--- src/rtl/cpu_stack_commit_pkg.sv ---
`default_nettype none
// ============================================================================
// Module      : cpu_stack_commit_pkg
// Description : Shared micro-op, word-type, fault and state encodings for the
//               stage-5 stack commit unit.
// Revision    : 1.0 - initial release
// ============================================================================
package cpu_stack_commit_pkg;

    localparam int WORD_W = 35;

    localparam logic [1:0] UC_NONE    = 2'd0;
    localparam logic [1:0] UC_PUSHALU = 2'd1;
    localparam logic [1:0] UC_PUSHIMM = 2'd2;

    localparam logic [2:0] TYPE_NONE    = 3'd0;
    localparam logic [2:0] TYPE_INTEGER = 3'd1;
    localparam logic [2:0] TYPE_BOOLEAN = 3'd2;
    localparam logic [2:0] TYPE_ADDRESS = 3'd3;

    localparam logic [1:0] ST_FAULT_NONE  = 2'd0;
    localparam logic [1:0] ST_FAULT_UNDER = 2'd1;
    localparam logic [1:0] ST_FAULT_OVER  = 2'd2;

    localparam logic [1:0] ST_RUN    = 2'd0;
    localparam logic [1:0] ST_SHADOW = 2'd1;
    localparam logic [1:0] ST_FAULT  = 2'd2;

    // Only the two push encodings push; every other encoding is a no-push.
    function automatic logic is_push(input logic [1:0] uc);
        return (uc == UC_PUSHALU) || (uc == UC_PUSHIMM);
    endfunction

endpackage
`default_nettype wire

--- src/rtl/cpu_stack_ram.sv ---
`default_nettype none
// ============================================================================
// Module      : cpu_stack_ram
// Description : Operand-stack storage, one synchronous write port and two
//               combinational read ports; contents are not reset.
// Revision    : 1.0 - initial release
// ============================================================================
module cpu_stack_ram #(
    parameter int DEPTH = 64,
    parameter int WIDTH = 35,
    parameter int AW    = $clog2(DEPTH)
) (
    input  logic             clk,
    input  logic             we,
    input  logic [AW-1:0]    waddr,
    input  logic [WIDTH-1:0] wdata,
    input  logic [AW-1:0]    raddr_a,
    output logic [WIDTH-1:0] rdata_a,
    input  logic [AW-1:0]    raddr_b,
    output logic [WIDTH-1:0] rdata_b
);

    logic [WIDTH-1:0] mem_q [DEPTH];

    always_ff @(posedge clk) begin
        if (we) begin
            mem_q[waddr] <= wdata;
        end
    end

    assign rdata_a = mem_q[raddr_a];
    assign rdata_b = mem_q[raddr_b];

endmodule
`default_nettype wire

--- src/rtl/cpu_stack_commit.sv ---
`default_nettype none
// ============================================================================
// Module      : cpu_stack_commit
// Description : Stage-5 commit: pop-then-push on the operand stack, kill
//               redirect with shadow squash, sticky underflow/overflow fault.
// Revision    : 1.0 - initial release
// ============================================================================
module cpu_stack_commit
    import cpu_stack_commit_pkg::*;
#(
    parameter int DEPTH       = 64,
    parameter int SP_W        = 7,
    parameter int KILL_SHADOW = 3
) (
    input  logic            clk,
    input  logic            rst_b,
    input  logic [1:0]      c__to_push_4a,
    input  logic [10:0]     st__to_pop_4a,
    input  logic [34:0]     st__to_push_4a,
    input  logic            kill_4a,
    input  logic [31:0]     branch_target_4a,
    input  logic [31:0]     pc_4a,
    output logic [34:0]     tos_5a,
    output logic [34:0]     nos_5a,
    output logic [SP_W-1:0] sp_5a,
    output logic            redirect_5a,
    output logic [31:0]     redirect_pc_5a,
    output logic [1:0]      fault_5a,
    output logic [31:0]     fault_pc_5a
);

    localparam int AW    = $clog2(DEPTH);
    localparam int CMP_W = 12;
    localparam int CNT_W = (KILL_SHADOW > 0) ? $clog2(KILL_SHADOW + 1) : 1;
    localparam logic [CMP_W-1:0] DEPTH_X = CMP_W'(DEPTH);

    logic [SP_W-1:0]   sp_q, sp_d;
    logic [1:0]        state_q, state_d;
    logic [CNT_W-1:0]  cnt_q, cnt_d;
    logic              redirect_q, redirect_d;
    logic [31:0]       redirect_pc_q, redirect_pc_d;
    logic [1:0]        fault_q, fault_d;
    logic [31:0]       fault_pc_q, fault_pc_d;

    logic              w_push;
    logic [CMP_W-1:0]  w_pop_ext;
    logic [CMP_W-1:0]  w_sp_ext;
    logic [CMP_W-1:0]  w_new_sp;
    logic              w_run;
    logic              w_under;
    logic              w_over;
    logic              w_we;
    logic [AW-1:0]     w_waddr;
    logic [WORD_W-1:0] w_rd_tos;
    logic [WORD_W-1:0] w_rd_nos;

    assign w_push    = is_push(c__to_push_4a);
    assign w_pop_ext = {1'b0, st__to_pop_4a};
    assign w_sp_ext  = {{(CMP_W-SP_W){1'b0}}, sp_q};
    // Wraps when p > sp, but is only consulted once underflow is ruled out.
    assign w_new_sp  = w_sp_ext - w_pop_ext + {{(CMP_W-1){1'b0}}, w_push};
    assign w_run     = (state_q == ST_RUN);
    assign w_under   = w_pop_ext > w_sp_ext;
    assign w_over    = !w_under && (w_new_sp > DEPTH_X);
    // Pop lands first, so the pushed word goes to slot sp - p (mod DEPTH is exact here).
    assign w_waddr   = sp_q[AW-1:0] - st__to_pop_4a[AW-1:0];

    always_ff @(posedge clk or negedge rst_b) begin
        if (!rst_b) begin
            sp_q          <= '0;
            state_q       <= ST_RUN;
            cnt_q         <= '0;
            redirect_q    <= 1'b0;
            redirect_pc_q <= '0;
            fault_q       <= ST_FAULT_NONE;
            fault_pc_q    <= '0;
        end else begin
            sp_q          <= sp_d;
            state_q       <= state_d;
            cnt_q         <= cnt_d;
            redirect_q    <= redirect_d;
            redirect_pc_q <= redirect_pc_d;
            fault_q       <= fault_d;
            fault_pc_q    <= fault_pc_d;
        end
    end

    always_comb begin
        state_d = state_q;
        cnt_d   = cnt_q;
        case (state_q)
            ST_RUN: begin
                if (w_under || w_over) begin
                    state_d = ST_FAULT;
                end else if (kill_4a && (KILL_SHADOW > 0)) begin
                    state_d = ST_SHADOW;
                    cnt_d   = CNT_W'(KILL_SHADOW);
                end
            end
            ST_SHADOW: begin
                if (cnt_q <= CNT_W'(1)) begin
                    state_d = ST_RUN;
                    cnt_d   = '0;
                end else begin
                    cnt_d   = cnt_q - CNT_W'(1);
                end
            end
            ST_FAULT: begin
                state_d = ST_FAULT;
            end
            default: begin
                state_d = ST_RUN;
                cnt_d   = '0;
            end
        endcase
    end

    always_comb begin
        sp_d          = sp_q;
        w_we          = 1'b0;
        redirect_d    = 1'b0;
        redirect_pc_d = redirect_pc_q;
        fault_d       = fault_q;
        fault_pc_d    = fault_pc_q;
        if (w_run) begin
            if (w_under) begin
                fault_d    = ST_FAULT_UNDER;
                fault_pc_d = pc_4a;
            end else if (w_over) begin
                fault_d    = ST_FAULT_OVER;
                fault_pc_d = pc_4a;
            end else begin
                sp_d = w_new_sp[SP_W-1:0];
                w_we = w_push;
                if (kill_4a) begin
                    redirect_d    = 1'b1;
                    redirect_pc_d = branch_target_4a;
                end
            end
        end
    end

    cpu_stack_ram #(
        .DEPTH (DEPTH),
        .WIDTH (WORD_W),
        .AW    (AW)
    ) u_ram (
        .clk     (clk),
        .we      (w_we),
        .waddr   (w_waddr),
        .wdata   (st__to_push_4a),
        .raddr_a (sp_q[AW-1:0] - AW'(1)),
        .rdata_a (w_rd_tos),
        .raddr_b (sp_q[AW-1:0] - AW'(2)),
        .rdata_b (w_rd_nos)
    );

    assign tos_5a         = (sp_q == '0) ? '0 : w_rd_tos;
    assign nos_5a         = (sp_q < SP_W'(2)) ? '0 : w_rd_nos;
    assign sp_5a          = sp_q;
    assign redirect_5a    = redirect_q;
    assign redirect_pc_5a = redirect_pc_q;
    assign fault_5a       = fault_q;
    assign fault_pc_5a    = fault_pc_q;

endmodule
`default_nettype wire

--- config.mk ---
export PLATFORM = sky130hd
export DESIGN_NAME = cpu_stack_commit
export DESIGN_NICKNAME = d
export VERILOG_FILES = /design/src/rtl/cpu_stack_commit_pkg.sv /design/src/rtl/cpu_stack_ram.sv /design/src/rtl/cpu_stack_commit.sv
export SDC_FILE = /design/constraint.sdc
export NUM_CORES = 2
export LEC_CHECK = 0
export CORE_ASPECT_RATIO = 1.25
export CORE_UTILIZATION = 46
export DETAILED_ROUTE_END_ITERATION = 8
export DONT_BUFFER_PORTS = 1
export PLACE_DENSITY = 0.69
export SLEW_MARGIN = 15
export SYNTH_ARGS = -nofsm -noshare
export SYNTH_HDL_FRONTEND = slang
export SYNTH_SLANG_ARGS = --single-unit
--- constraint.sdc ---
create_clock -name clk -period 14.6 [get_ports clk]
set_input_delay 2.92 -clock clk [delete_from_list [all_inputs] [get_ports clk]]
set_output_delay 2.92 -clock clk [all_outputs]
set_load 0.005 [all_outputs]
Yosys cells after proc, flatten, opt, wreduce, memory -nomap -nowiden:

Memories as Yosys holds them, arrays and structs flattened.
Cells that the tools add are included.

* register bits after elaboration: 78
* bits in writable memories: 2240
* input bits: 115
* output and inout port bits: 144
* word-level logic and storage cells: 64
* memories: 1

Memory list
* u_ram.mem_q: words 64, width 35, read ports 2, clocked after Yosys merged registers in 0, wr ports 1, line cpu_stack_ram.sv:23 `logic [WIDTH-1:0] mem_q [DEPTH];`

* $add $sub $neg: 6
* magnitude comparators: 4
* equality and inequality tests: 8
* muxes and demuxes: 23
* bitwise gates (word level): 3
* reduce and logical (&&, ||, !) cells: 12

Operators with widths (number)
* 35-bit 2-to-1 mux: 2
* 32-bit 2-to-1 mux: 2
* 2-bit 2-to-1 mux: 8
* 12-bit by 1-bit adder with 12-bit output: 1
* 12-bit by 7-bit greater-than comparator with 1-bit output (second input constant): 1
* 2-bit one-hot mux with 3 select lines: 2
* 7-bit by 11-bit subtractor with 12-bit output: 1
* 11-bit by 7-bit greater-than comparator with 1-bit output: 1
* 1-bit 2-to-1 mux: 9
* 7-bit logical NOT: 1
* 7-bit by 2-bit < comparator with 1-bit output (second input constant): 1
* 2-bit != test (second input constant): 3
* 3-bit AND reduction: 2
* 6-bit by 1-bit subtractor with 6-bit output (second input constant): 1
* 6-bit by 2-bit subtractor with 6-bit output (second input constant): 1
* 6-bit subtractor: 1
* 2-bit by 1-bit == test with 1-bit output (second input constant): 2
* 2-bit == test (second input constant): 2
* 2-bit AND reduction: 2
* 4-bit AND reduction: 1
* 3-bit by 2-bit != test with 1-bit output (second input constant): 1
* 1-bit inverter: 3
* 2-bit by 1-bit <= comparator with 1-bit output (second input constant): 1
* 2-bit logical NOT: 1
* other kinds (5): 6

Longest topological paths before layout:

* depth after elaboration: 10
* depth in mapped cells: 17
* mapped depth without buffers: 12

Modules after synthesis:

A second synthesis with hierarchy kept.

* cell total of the unflattened synthesis: 5483
* area total of the unflattened synthesis: 106826.2 um2

Modules (own cells, without submodules)
* cpu_stack_ram: instances 1, cells each 5087, area each 102326.9 um2, sequential area each 67264.5 um2
* cpu_stack_commit: instances 1, cells each 396, area each 4499.3 um2, sequential area each 1951.9 um2

Worst setup path after synthesis:

No wires, ideal clock.

* path kind: input port to flip-flop
* start point: input c__to_push_4a[0]
* end point: memory u_ram.mem_q[51][0], enable pin
* setup time: 427 ps
* data arrival time: 6970 ps
* required time: 14173 ps
* setup slack: 7202 ps
* stages on the path: 13
* buffers on the path: 1
* cell sequence: xnor2_1 -> ha_1 -> inv_1 -> ha_1 -> fa_1 -> a21o_1 -> a21oi_1 -> mux2i_1 -> a311oi_1 -> nor4_4 -> buf_2 -> nand3_1 -> nor2_1

* longest elaborated chain between the ends: 10
* elaborated cells between the ends (all ways): 11
* classes of those cells: add/sub (1); order compare (1); eq/ne (2); mux (5); reduce/logical (2)

Ends and longest elaborated chain
* start: declaration: line cpu_stack_commit.sv:17 `input logic [1:0] c__to_push_4a,`
* 2-bit by 1-bit == test with 1-bit output / 2-bit == test (equally long branches): line cpu_stack_commit_pkg.sv:31 `return (uc == UC_PUSHALU) || (uc == UC_PUSHIMM);`
* 1-bit logical OR (*): line cpu_stack_commit_pkg.sv:31
* 12-bit by 1-bit adder with 12-bit output: line cpu_stack_commit.sv:61 `assign w_new_sp = w_sp_ext - w_pop_ext + {{(CMP_W-1){1'b0}}, w_push};`
* 12-bit by 7-bit greater-than comparator with 1-bit output: line cpu_stack_commit.sv:64 `assign w_over = !w_under && (w_new_sp > DEPTH_X);`
* 1-bit logical AND: line cpu_stack_commit.sv:64
* 1-bit 2-to-1 mux (*): line cpu_stack_commit.sv:129 `end else if (w_over) begin`
* 1-bit 2-to-1 mux (*): line cpu_stack_commit.sv:126 `if (w_under) begin`
* 1-bit 2-to-1 mux (*): line cpu_stack_commit.sv:125 `if (w_run) begin`
* 1-bit 2-to-1 mux (*): line cpu_stack_ram.sv:26 `if (we) begin`
* 1-bit 2-to-1 mux (implied by the code) (*): line cpu_stack_ram.sv:27 `mem_q[waddr] <= wdata;`
* end: declaration: line cpu_stack_ram.sv:23

Every way passes the cells marked *; elsewhere a longest branch is shown, timed or not.

Worst setup path in the final report:

* start point: register sp_q[1], in the netlist sp_5a[1]
* end point: output nos_5a[9]

* longest elaborated chain between the ends: 3
* elaborated cells between the ends (all ways): 4
* classes of those cells: add/sub (1); order compare (1); mux (1); memory (1)

Ends and longest elaborated chain
* start: declaration: line cpu_stack_commit.sv:37 `logic [SP_W-1:0] sp_q, sp_d;`
* start signal: assignment: line cpu_stack_commit.sv:78 `sp_q <= sp_d;`
* 6-bit by 2-bit subtractor with 6-bit output: line cpu_stack_commit.sv:154 `.raddr_b (sp_q[AW-1:0] - AW'(2)),`
* memory read 64 x 35 bit
* 35-bit 2-to-1 mux (*): line cpu_stack_commit.sv:159 `assign nos_5a = (sp_q < SP_W'(2)) ? '0 : w_rd_nos;`
* end: declaration: line cpu_stack_commit.sv:24 `output logic [34:0] nos_5a,`

Marks and branches as above.

==> results by group <==
Synth
  • Syn_nets: just over 5000
  • Number of synthesized flops with an enable pin: around 2200
  • Synthesized flop and latch total: 2318
  • Synth unique cells: 48
  • Syn avg cell area: between 20 and 25 um2
  • FFs w/ async S/R, synth: roughly 3.4%
  • Synthesized area: about 110000 um2
  • Sequential fraction of the synthesis area: between 60% and 70%
  • Post-Synthesis Cells: roughly 5000
  • Yosys warns: 0
  • Primary FF master, synth: edfxtp_1

Floorplanning
  • Chip width: ~430 um
  • # rows: 197
  • Initial core utilization: roughly 46%
  • Die Span Y: 541 um
  • I/O Pins: 259
  • Core ar.: between 200000 and 250000 um2
  • Die footprint: around 230000 um2

Route
  • DR vias: about 59000
  • Post-route ant nets: 0
  • DR WL/cell: ~40 um
  • Vias/cell: 7.10
  • # DRC: 0
  • First-pass iteration count of the detailed router: 6
  • Initial DRC count: a little over 9000
  • DRT Wirelength: 332 mm

Clocking
  • H-tree depth: 4
  • Inserted Clock Buffers: approximately 220
  • Worst-path clk slew: roughly 70 ps
  • TritonCTS clock tree: built
  • Number of setup buffers added after CTS: 0
  • Sink Count: 2318
  • # resized after CTS: 0
  • Skew-Pair Late Insertion Delay: 900 ps
  • CTS root buf: clkbuf_16
  • Clock buffer depth: 4
  • # hold bufs at CTS: 0

Min path
  • Hold path cells: 2
  • Hold crit path type: reg -> reg
  • Min-Delay Startpoint: cnt_q[1]$_DFFE_PN0P_
  • Min-Delay Endpoint: cnt_q[1]$_DFFE_PN0P_

GRT
  • First-pass GRT wire length: between 400 and 500 mm
  • GR Overflow Total: 0
  • Initial antenna violation count: 21
  • Total track usage: 28.1%
  • Number of global-route vias before repair: approximately 57000
  • Largest net degree at the start of global routing: between 100 and 150

Layout
  • Final Cell Area: about 120000 um2
  • Area Growth Syn to Fin: 10.8%
  • Share of layout cells above drive strength 1: approximately 37%
  • FILL cells: between 15000 and 20000
  • Fin nets: just over 5000
  • Most frequent cells in the layout: 2240 x edfxtp_1, 1286 x mux4_2, 233 x clkbuf_16
  • Most common cell after layout, fill and taps aside: edfxtp_1

Critical path
  • FF-to-FF End: u_ram.mem_q[41][1]$_DFFE_PP_
  • Crit-path max FO: 69
  • Startpoint Class: flip-flop
  • Reg-to-reg slack, setup: ~8300 ps
  • Reg2Reg Depth: 10
  • Crit path required time: ~12000 ps
  • RR Startpoint: sp_5a[1]$_DFFE_PN0P_
  • CP arrival: 8000 ps
  • Crit path from: sp_5a[1]$_DFFE_PN0P_
  • Setup CP Type: reg -> out
  • Worst setup EP type: output port

Placement
  • I/O Buffers: 0
  • Area post-placement: around 110000 um2
  • Dpl hpwl: ~200 mm
  • RePlAce Congestion: around 0.88

Power and ir drop
  • Leak: about 36 nW
  • PwrDens: ~110 nW/um2
  • Worst VDD drop: a little under 0.1 mV

Timing
  • Worst-Margin Slew: 1260 ps
  • Min cycle time layout: 10920 ps
  • RSZ-0062 raised after global routing: no
  • Final Slew Violations: 0
  • Max-Slew Margin vs Limit: 17.4%
  • Final TNS setup: 0 ps
  • Skew final: approximately 110 ps
  • Final Cycle Share: roughly three quarters
  • Fmax: about 92 MHz
  • Count of final setup violators: 0
  • Final Hold Violating Endpoints: 0

Run status
  • Outcome: complete, no violations

Flow run
  • Max Cap Viol: 0
layer usage:
layer	track usage [%]	part of all wire (%)
met2	45.5	49
met3	6.53	12
met5	0	0.012
met4	12.8	5.3
met1	36.0	34
worst max-delay path by stage:
stage,endpoint,cells after the start
2_1_floorplan,u_ram.mem_q[51][0]$_DFFE_PP_,13
3_3_place_gp,nos_5a[9],10
3_5_place_dp,nos_5a[9],10
4_1_cts,nos_5a[9],10
5_1_grt,nos_5a[9],10
6_report,nos_5a[9],10
synth_stat cells, types with 2 or more instances:
cell | n | area [um2]
mux2i_1 | 150 | 1500
o2111ai_1 | 8 | 70.1
xnor2_1 | 15 | 131
o21ai_0 | 52 | 260
and2_1 | 2 | 12.5
nor2_1 | 80 | 300
nor2b_1 | 38 | 238
xor2_1 | 6 | 52.6
fa_1 | 5 | 100
buf_4 | 4 | 30.0
a21o_1 | 4 | 30.0
a31oi_1 | 16 | 100
clkbuf_1 | 167 | 627
o211ai_1 | 36 | 270
buf_1 | 95 | 357
nand3b_1 | 2 | 15.0
mux2_2 | 81 | 912
dfrtp_1 | 78 | 1950
a21oi_1 | 33 | 165
buf_2 | 116 | 581
o221ai_1 | 35 | 307
nand2_1 | 189 | 709
and3_1 | 4 | 25.0
nand4_1 | 9 | 56.3
a311oi_1 | 24 | 210
and3b_1 | 2 | 17.5
nand2b_1 | 2 | 12.5
edfxtp_1 | 2240 | 67300
nand3_1 | 25 | 125
mux2_1 | 56 | 631
o22ai_1 | 26 | 163
inv_1 | 26 | 97.6
ha_1 | 26 | 325
a211oi_1 | 35 | 263
a221oi_1 | 2 | 17.5
mux4_2 | 1286 | 29000
area by class of cell:
cell class                 instances  area (um2)  share of cell area [%]
timing repair buffer             144        1240                    1.05
multi-input combinational       2261       36800                    31.0
clock inverter                   134        1320                    1.12
clock buffer                     272        6010                    5.07
antenna                           12        30.0                  0.0253
sequential                      2318       69200                    58.4
inverter                          26        97.6                  0.0823
tap                             3084        3860                    3.26
report_power, final:
group	switching, mW	internal (mW)
sequential	0.00381	7.29
combinational	0.0307	0.0198
clock	2.54	3.36
total	2.58	10.7
stage by stage:
stage	worst slack (ps)	instances	total power, mW	util (%)	hold slack (ps)
after floorplan	7200	4987	7.47	-	447
after global placement	4890	7833	7.49	48.2	469
after detailed placement	4850	7833	7.49	48.2	477
after CTS	3850	8239	13.3	51.4	494
after global routing	3610	8249	13.5	51.4	534
final	3680	8251	13.3	51.4	503
critical path, stage by stage, from the launching register on:
cell and delay [ps]:
dfrtp_4 610, inv_2 760, buf_4 620, ha_4 850, buf_4 910, buf_4 790, mux4_2 410, mux4_2 510
mux2i_1 490, o21ai_0 550, buf_4 330
kinds of logic (layout without fill, tap and decap cells):
kind of cell             Yosys count  after routing  share of synthesized area (%)
multiplexers                    1573           1573                           29.9
AO/OA/AOI/OAI                    276            276                           1.78
adder cells (fa/ha/maj)           31             31                          0.398
XOR/XNOR                          21             21                          0.172
flip-flops                      2318           2318                           64.7
AND/OR/NAND/NOR                  360            360                           1.47
other                              0             12                              0
buffers and inverters            408            576                           1.58
sequential cells by signal, summed over array words and instances, names as in the netlist:
| name | flops |
|---|---|
| sp_5a | 7 |
| state_q | 2 |
| cnt_q | 2 |
| fault_pc_5a | 32 |
| u_ram.mem_q | 2240 |
| redirect_5a | 1 |
| redirect_pc_5a | 32 |
| fault_5a | 2 |
No activity file was read; power rests on OpenSTA's default activity.
